### config.mk
export PLATFORM = sky130hd
export DESIGN_NAME = mem_fetch_engine
export DESIGN_NICKNAME = d
export VERILOG_FILES = /design/src/rtl/mem_fetch_engine.sv
export SDC_FILE = /design/constraint.sdc
export NUM_CORES = 1
export LEC_CHECK = 0
export BUFFER_PORTS_ARGS = -buffer_cell sky130_fd_sc_hd__buf_4
export CORE_MARGIN = 3
export CORE_UTILIZATION = 52
export DETAILED_ROUTE_END_ITERATION = 16
export PLACE_DENSITY = 0.87
export SLEW_MARGIN = 20
export SYNTH_ARGS = -nofsm -noshare
export SYNTH_HDL_FRONTEND = slang
export SYNTH_SLANG_ARGS = --single-unit
### constraint.sdc
create_clock -name clk -period 3.2 [get_ports clk]
set_input_delay 0.64 -clock clk [delete_from_list [all_inputs] [get_ports clk]]
set_output_delay 0.64 -clock clk [all_outputs]
set_load 0.01 [all_outputs]
### src/rtl/mem_fetch_engine.sv
// Avalon-MM read engine: streams an A matrix into per-row FIFOs,
// then a B vector into one FIFO, one element per cycle.
module mem_fetch_engine #(
  parameter int DATA_WIDTH = 8,
  parameter int BUS_WIDTH  = 64,
  parameter int NUM_ROWS   = 8,
  parameter int ROW_LEN    = 8,
  parameter int ADDR_WIDTH = 32
) (
  input  logic                           clk,
  input  logic                           rst,
  input  logic                           start,
  input  logic [ADDR_WIDTH-1:0]          base_addr_a,
  input  logic [ADDR_WIDTH-1:0]          base_addr_b,
  output logic [ADDR_WIDTH-1:0]          avm_address,
  output logic                           avm_read,
  input  logic [BUS_WIDTH-1:0]           avm_readdata,
  input  logic                           avm_readdatavalid,
  input  logic                           avm_waitrequest,
  output logic [NUM_ROWS*DATA_WIDTH-1:0] fifo_a_data,
  output logic [NUM_ROWS-1:0]            fifo_a_wren,
  input  logic [NUM_ROWS-1:0]            fifo_a_full,
  output logic [DATA_WIDTH-1:0]          fifo_b_data,
  output logic                           fifo_b_wren,
  input  logic                           fifo_b_full,
  output logic                           busy,
  output logic                           done,
  output logic [2:0]                     state_out
);

  localparam int EPB = BUS_WIDTH / DATA_WIDTH;
  localparam int BPR = ROW_LEN / EPB;
  localparam int RW  = (NUM_ROWS > 1) ? $clog2(NUM_ROWS) : 1;
  localparam int BW  = (BPR > 1) ? $clog2(BPR) : 1;
  localparam int EW  = (EPB > 1) ? $clog2(EPB) : 1;

  typedef enum logic [2:0] {
    S_IDLE  = 3'd0,
    S_REQ   = 3'd1,
    S_WAIT  = 3'd2,
    S_DRAIN = 3'd3,
    S_DONE  = 3'd4
  } state_e;

  state_e                state_q, state_d;
  logic [RW-1:0]         row_q, row_d;
  logic [BW-1:0]         beat_q, beat_d;
  logic [EW-1:0]         elem_q, elem_d;
  logic                  b_phase_q, b_phase_d;
  logic [ADDR_WIDTH-1:0] base_a_q, base_a_d;
  logic [ADDR_WIDTH-1:0] base_b_q, base_b_d;
  logic [BUS_WIDTH-1:0]  data_q, data_d;

  logic [DATA_WIDTH-1:0] elem;
  logic [ADDR_WIDTH-1:0] req_addr;
  logic                  tgt_full;
  logic                  wr;
  logic                  row_last;
  logic                  beat_last;
  logic                  elem_last;

  // beat register shifts left on each write, so the MSB lane is always next
  assign elem      = data_q[BUS_WIDTH-1 -: DATA_WIDTH];
  assign tgt_full  = b_phase_q ? fifo_b_full : fifo_a_full[row_q];
  assign wr        = (state_q == S_DRAIN) && !tgt_full;
  assign row_last  = (row_q == RW'(NUM_ROWS - 1));
  assign beat_last = (beat_q == BW'(BPR - 1));
  assign elem_last = (elem_q == EW'(EPB - 1));

  always_comb begin
    req_addr = '0;
    if (b_phase_q) begin
      req_addr = base_b_q + ADDR_WIDTH'(beat_q);
    end else begin
      req_addr = base_a_q
               + ADDR_WIDTH'(row_q) * ADDR_WIDTH'(BPR)
               + ADDR_WIDTH'(beat_q);
    end
  end

  always_comb begin
    state_d   = state_q;
    row_d     = row_q;
    beat_d    = beat_q;
    elem_d    = elem_q;
    b_phase_d = b_phase_q;
    base_a_d  = base_a_q;
    base_b_d  = base_b_q;
    data_d    = data_q;
    unique case (state_q)
      S_IDLE, S_DONE: begin
        if (start) begin
          base_a_d  = base_addr_a;
          base_b_d  = base_addr_b;
          row_d     = '0;
          beat_d    = '0;
          elem_d    = '0;
          b_phase_d = 1'b0;
          state_d   = S_REQ;
        end
      end
      S_REQ: begin
        if (!avm_waitrequest) begin
          state_d = S_WAIT;
        end
      end
      S_WAIT: begin
        if (avm_readdatavalid) begin
          data_d  = avm_readdata;
          elem_d  = '0;
          state_d = S_DRAIN;
        end
      end
      S_DRAIN: begin
        if (wr) begin
          data_d = data_q << DATA_WIDTH;
          elem_d = elem_q + EW'(1);
          if (elem_last) begin
            elem_d  = '0;
            state_d = S_REQ;
            if (!beat_last) begin
              beat_d = beat_q + BW'(1);
            end else begin
              beat_d = '0;
              if (b_phase_q) begin
                state_d = S_DONE;
              end else if (row_last) begin
                row_d     = '0;
                b_phase_d = 1'b1;
              end else begin
                row_d = row_q + RW'(1);
              end
            end
          end
        end
      end
      default: state_d = S_IDLE;
    endcase
  end

  always_ff @(posedge clk) begin
    if (rst) begin
      state_q   <= S_IDLE;
      row_q     <= '0;
      beat_q    <= '0;
      elem_q    <= '0;
      b_phase_q <= 1'b0;
      base_a_q  <= '0;
      base_b_q  <= '0;
      data_q    <= '0;
    end else begin
      state_q   <= state_d;
      row_q     <= row_d;
      beat_q    <= beat_d;
      elem_q    <= elem_d;
      b_phase_q <= b_phase_d;
      base_a_q  <= base_a_d;
      base_b_q  <= base_b_d;
      data_q    <= data_d;
    end
  end

  always_comb begin
    avm_read    = (state_q == S_REQ);
    avm_address = avm_read ? req_addr : '0;
    fifo_a_data = '0;
    fifo_a_wren = '0;
    fifo_b_data = '0;
    fifo_b_wren = 1'b0;
    if (state_q == S_DRAIN) begin
      if (b_phase_q) begin
        fifo_b_data = elem;
        fifo_b_wren = wr;
      end else begin
        fifo_a_data[row_q*DATA_WIDTH +: DATA_WIDTH] = elem;
        fifo_a_wren[row_q] = wr;
      end
    end
  end

  assign busy      = (state_q == S_REQ) || (state_q == S_WAIT)
                  || (state_q == S_DRAIN);
  assign done      = (state_q == S_DONE);
  assign state_out = state_q;

endmodule

==> flow_summary.ini <==
[critical_path]
cp-start-kind = flop
arrival_ps = 2550
setup.worst_path.end_class = primary output
crit_path_max_fanout = 5
path_class = reg2out
startpoint = row_q[0]
timing.rr.start = row_q[0]
required_ps = 2560

[route]
drt-total-wl_mm = 24.52
firstDrtPassIters = 7
drt-vias-per-instance = 5.524
post_drt_wl_per_cell_microns = 16.40
drc = 0
drtIter0Drc = 713
via_count = 8259
final_antenna_net_count = 0

[sta]
fin_crit_sh_pct = 99.73
fin_crit_ps = 3191
rsz0062_at_grt = yes
setup_viol = 0
maxSlewHeadroom_pct = 35.34
fmax_mhz = 313.4
worst_pin_slew_ps = 969.8
slew_violations = 0
skew_ps = 9.717
hold_violations = 0

[die]
io_pins = 261
fp.dieArea_sq_mm = 0.01681
initial_core_util_pct = 53.88
fp.dieH_microns = 129.6
core_area_sq_mm = 0.01475
chipWidth_microns = 129.6
row_count = 44

[cells_and_area]
post_route_cells_drive_above_1_share_pct = 27.84
stdcell_area_sq_mm = 0.01070
most-common-layout-cells = buf_4 (284), nand2_1 (277), a21oi_1 (146)
fin_util_pct = 72.52
nets = 1455
final_cells = 1495
n_fill_cell = 1217
layout_commonest_cell = buf_4
register_area_sq_mm = 0.002769
n_antenna_cell = 0
syn_to_final_growth_pct = 34.58
multi_input_area_sq_mm = 0.004858

[placement]
place_hpwl_mm = 17.00
gp_congestion = 0.9368
place_inst = 1453
port_buffers = 260
placed_area_sq_mm = 0.009952

[synthesis]
syn-num-nets = 1224
yosysTopAreaCellShare_pct = 34.75
ys_ff_latch = 138
synth_top_flop_cell = dfxtp_1
yosysTopAreaCell = dfxtp_1
avgSynthCellArea_sq_um = 7.444
synth_area_sq_mm = 0.007950
ys_top_cells_by_area = dfxtp_1 (35%), nand2_1 (13%), a21oi_1 (9.3%)
ys_seq_area_share_pct = 34.75
synth_edf_count = 0
synth_warnings = 0
ys_async_sr_fraction_pct = 0
synthCells = 1068
yosysUniqueCellTypes = 58

[grt]
antenna_found_initial = 0
grt_pass1_vias = 7661
grt_max_degree = 138
grt_pass1_wl_mm = 37.03
grtUsageTotal_pct = 27.23
overflow = 0

[outcome]
status = finished, final reports clean

[clock_network]
cts_sinks = 138
htree_num_levels = 4
clock_latency_ps = 420
cts_tree = yes
root_buffer = clkbuf_16
cts_buffers = 17
cts_hold_buf = 0
clkTransAtPathRegs_ps = 60
cts.path.max_buffers = 2

[hold_path]
hold_path.class = in2reg
hp-start = avm_readdata[5]

[power]
power_density_mw_per_mm2 = 570.3
ir_drop_mv = 0.4124
leakagePower_nw = 4.695

[job]
maxCapViolations = 0
-- critical path, cell delays in order (launching register included) --
cell and delay [ps]:
dfxtp_1 340, ha_1 220, fa_2 280, a21o_1 210
nand4_1 220, or3_1 380, a311oi_2 310, buf_4 170
-- worst paths after layout --
| kind | to | slack [ps] | depth (start not counted) |
|---|---|---|---|
| hold reg to reg | base_b_q[10] | 450 | 2 |
| setup / recovery | avm_address[12] | 9 | 7 |
| hold / removal | data_q[5] | 430 | 2 |
| setup reg to reg | state_out[2] | 830 | 7 |
-- routing by layer --
layer  GRT usage [%]  share of wire (%)
met2           46.10                 48
met1           33.50                 41
met5               0                  0
met3           5.771                7.3
met4           11.67                3.4
-- sequential cells by signal, summed over array words and instances (netlist names) --
register / count
base_a_q: 32
data_q: 64
b_phase_q: 1
elem_q: 3
row_q: 3
base_b_q: 32
state_out: 3
-- cell type report --
class                           count  area share [%]
Inverter                           15          0.5613
Multi-Input combinational cell    839           45.41
Sequential cell                   138           25.88
Timing Repair Buffer              288           20.43
Clock buffer                       23           4.467
Tap cell                          184           2.152
Clock inverter                      8           1.099
-- power by group --
part,internal [mW],leakage [nW],switching (mW),total [mW]
sequential,2.04,1.13,0.262,2.30
combinational,0.781,3.27,1.03,1.81
clock,1.28,0.293,0.712,1.99
total,4.09,4.69,2.01,6.10
-- kinds of logic after synthesis --
logic type	count (synthesis)	share of synthesized area, %
and+or+nand+nor	527	31.24
AOI/OAI and AO/OA	205	14.54
DFF	138	34.75
buffers and inverters	91	4.973
muxes	67	9.333
xor gates and xnor gates	26	2.864
adders and majority gates	14	2.298
-- timing repair --
action / CTS / global route
gates cloned: 0 / 1
gates resized for setup: 7 / 13
pin swaps: 2 / 5
endpoints found under the setup margin: 31 / 55
buffers inserted: 2 / 8
-- Yosys cell counts, drive strengths merged (15+ instances only) --
cell type / number
nand2: 280
clkbuf: 55
nor2: 62
inv: 15
a21oi: 148
buf: 21
and2: 32
dfxtp: 138
nor2b: 60
nor3: 17
o21ai: 19
mux2: 57
xnor2: 21
-- metrics by stage --
stage          TNS, ps  hold slack [ps]  worst slack [ps]  total power [mW]
2_1_floorplan        0            431.2             525.5             3.525
3_3_place_gp         0            439.2             383.6             4.041
3_5_place_dp         0            443.7             258.2             4.087
4_1_cts              0            417.3             6.669             6.085
5_1_grt          -1302            422.3            -127.3             6.427
6_report             0            429.1             8.762             6.102
Power figures use the tool's default switching activity.
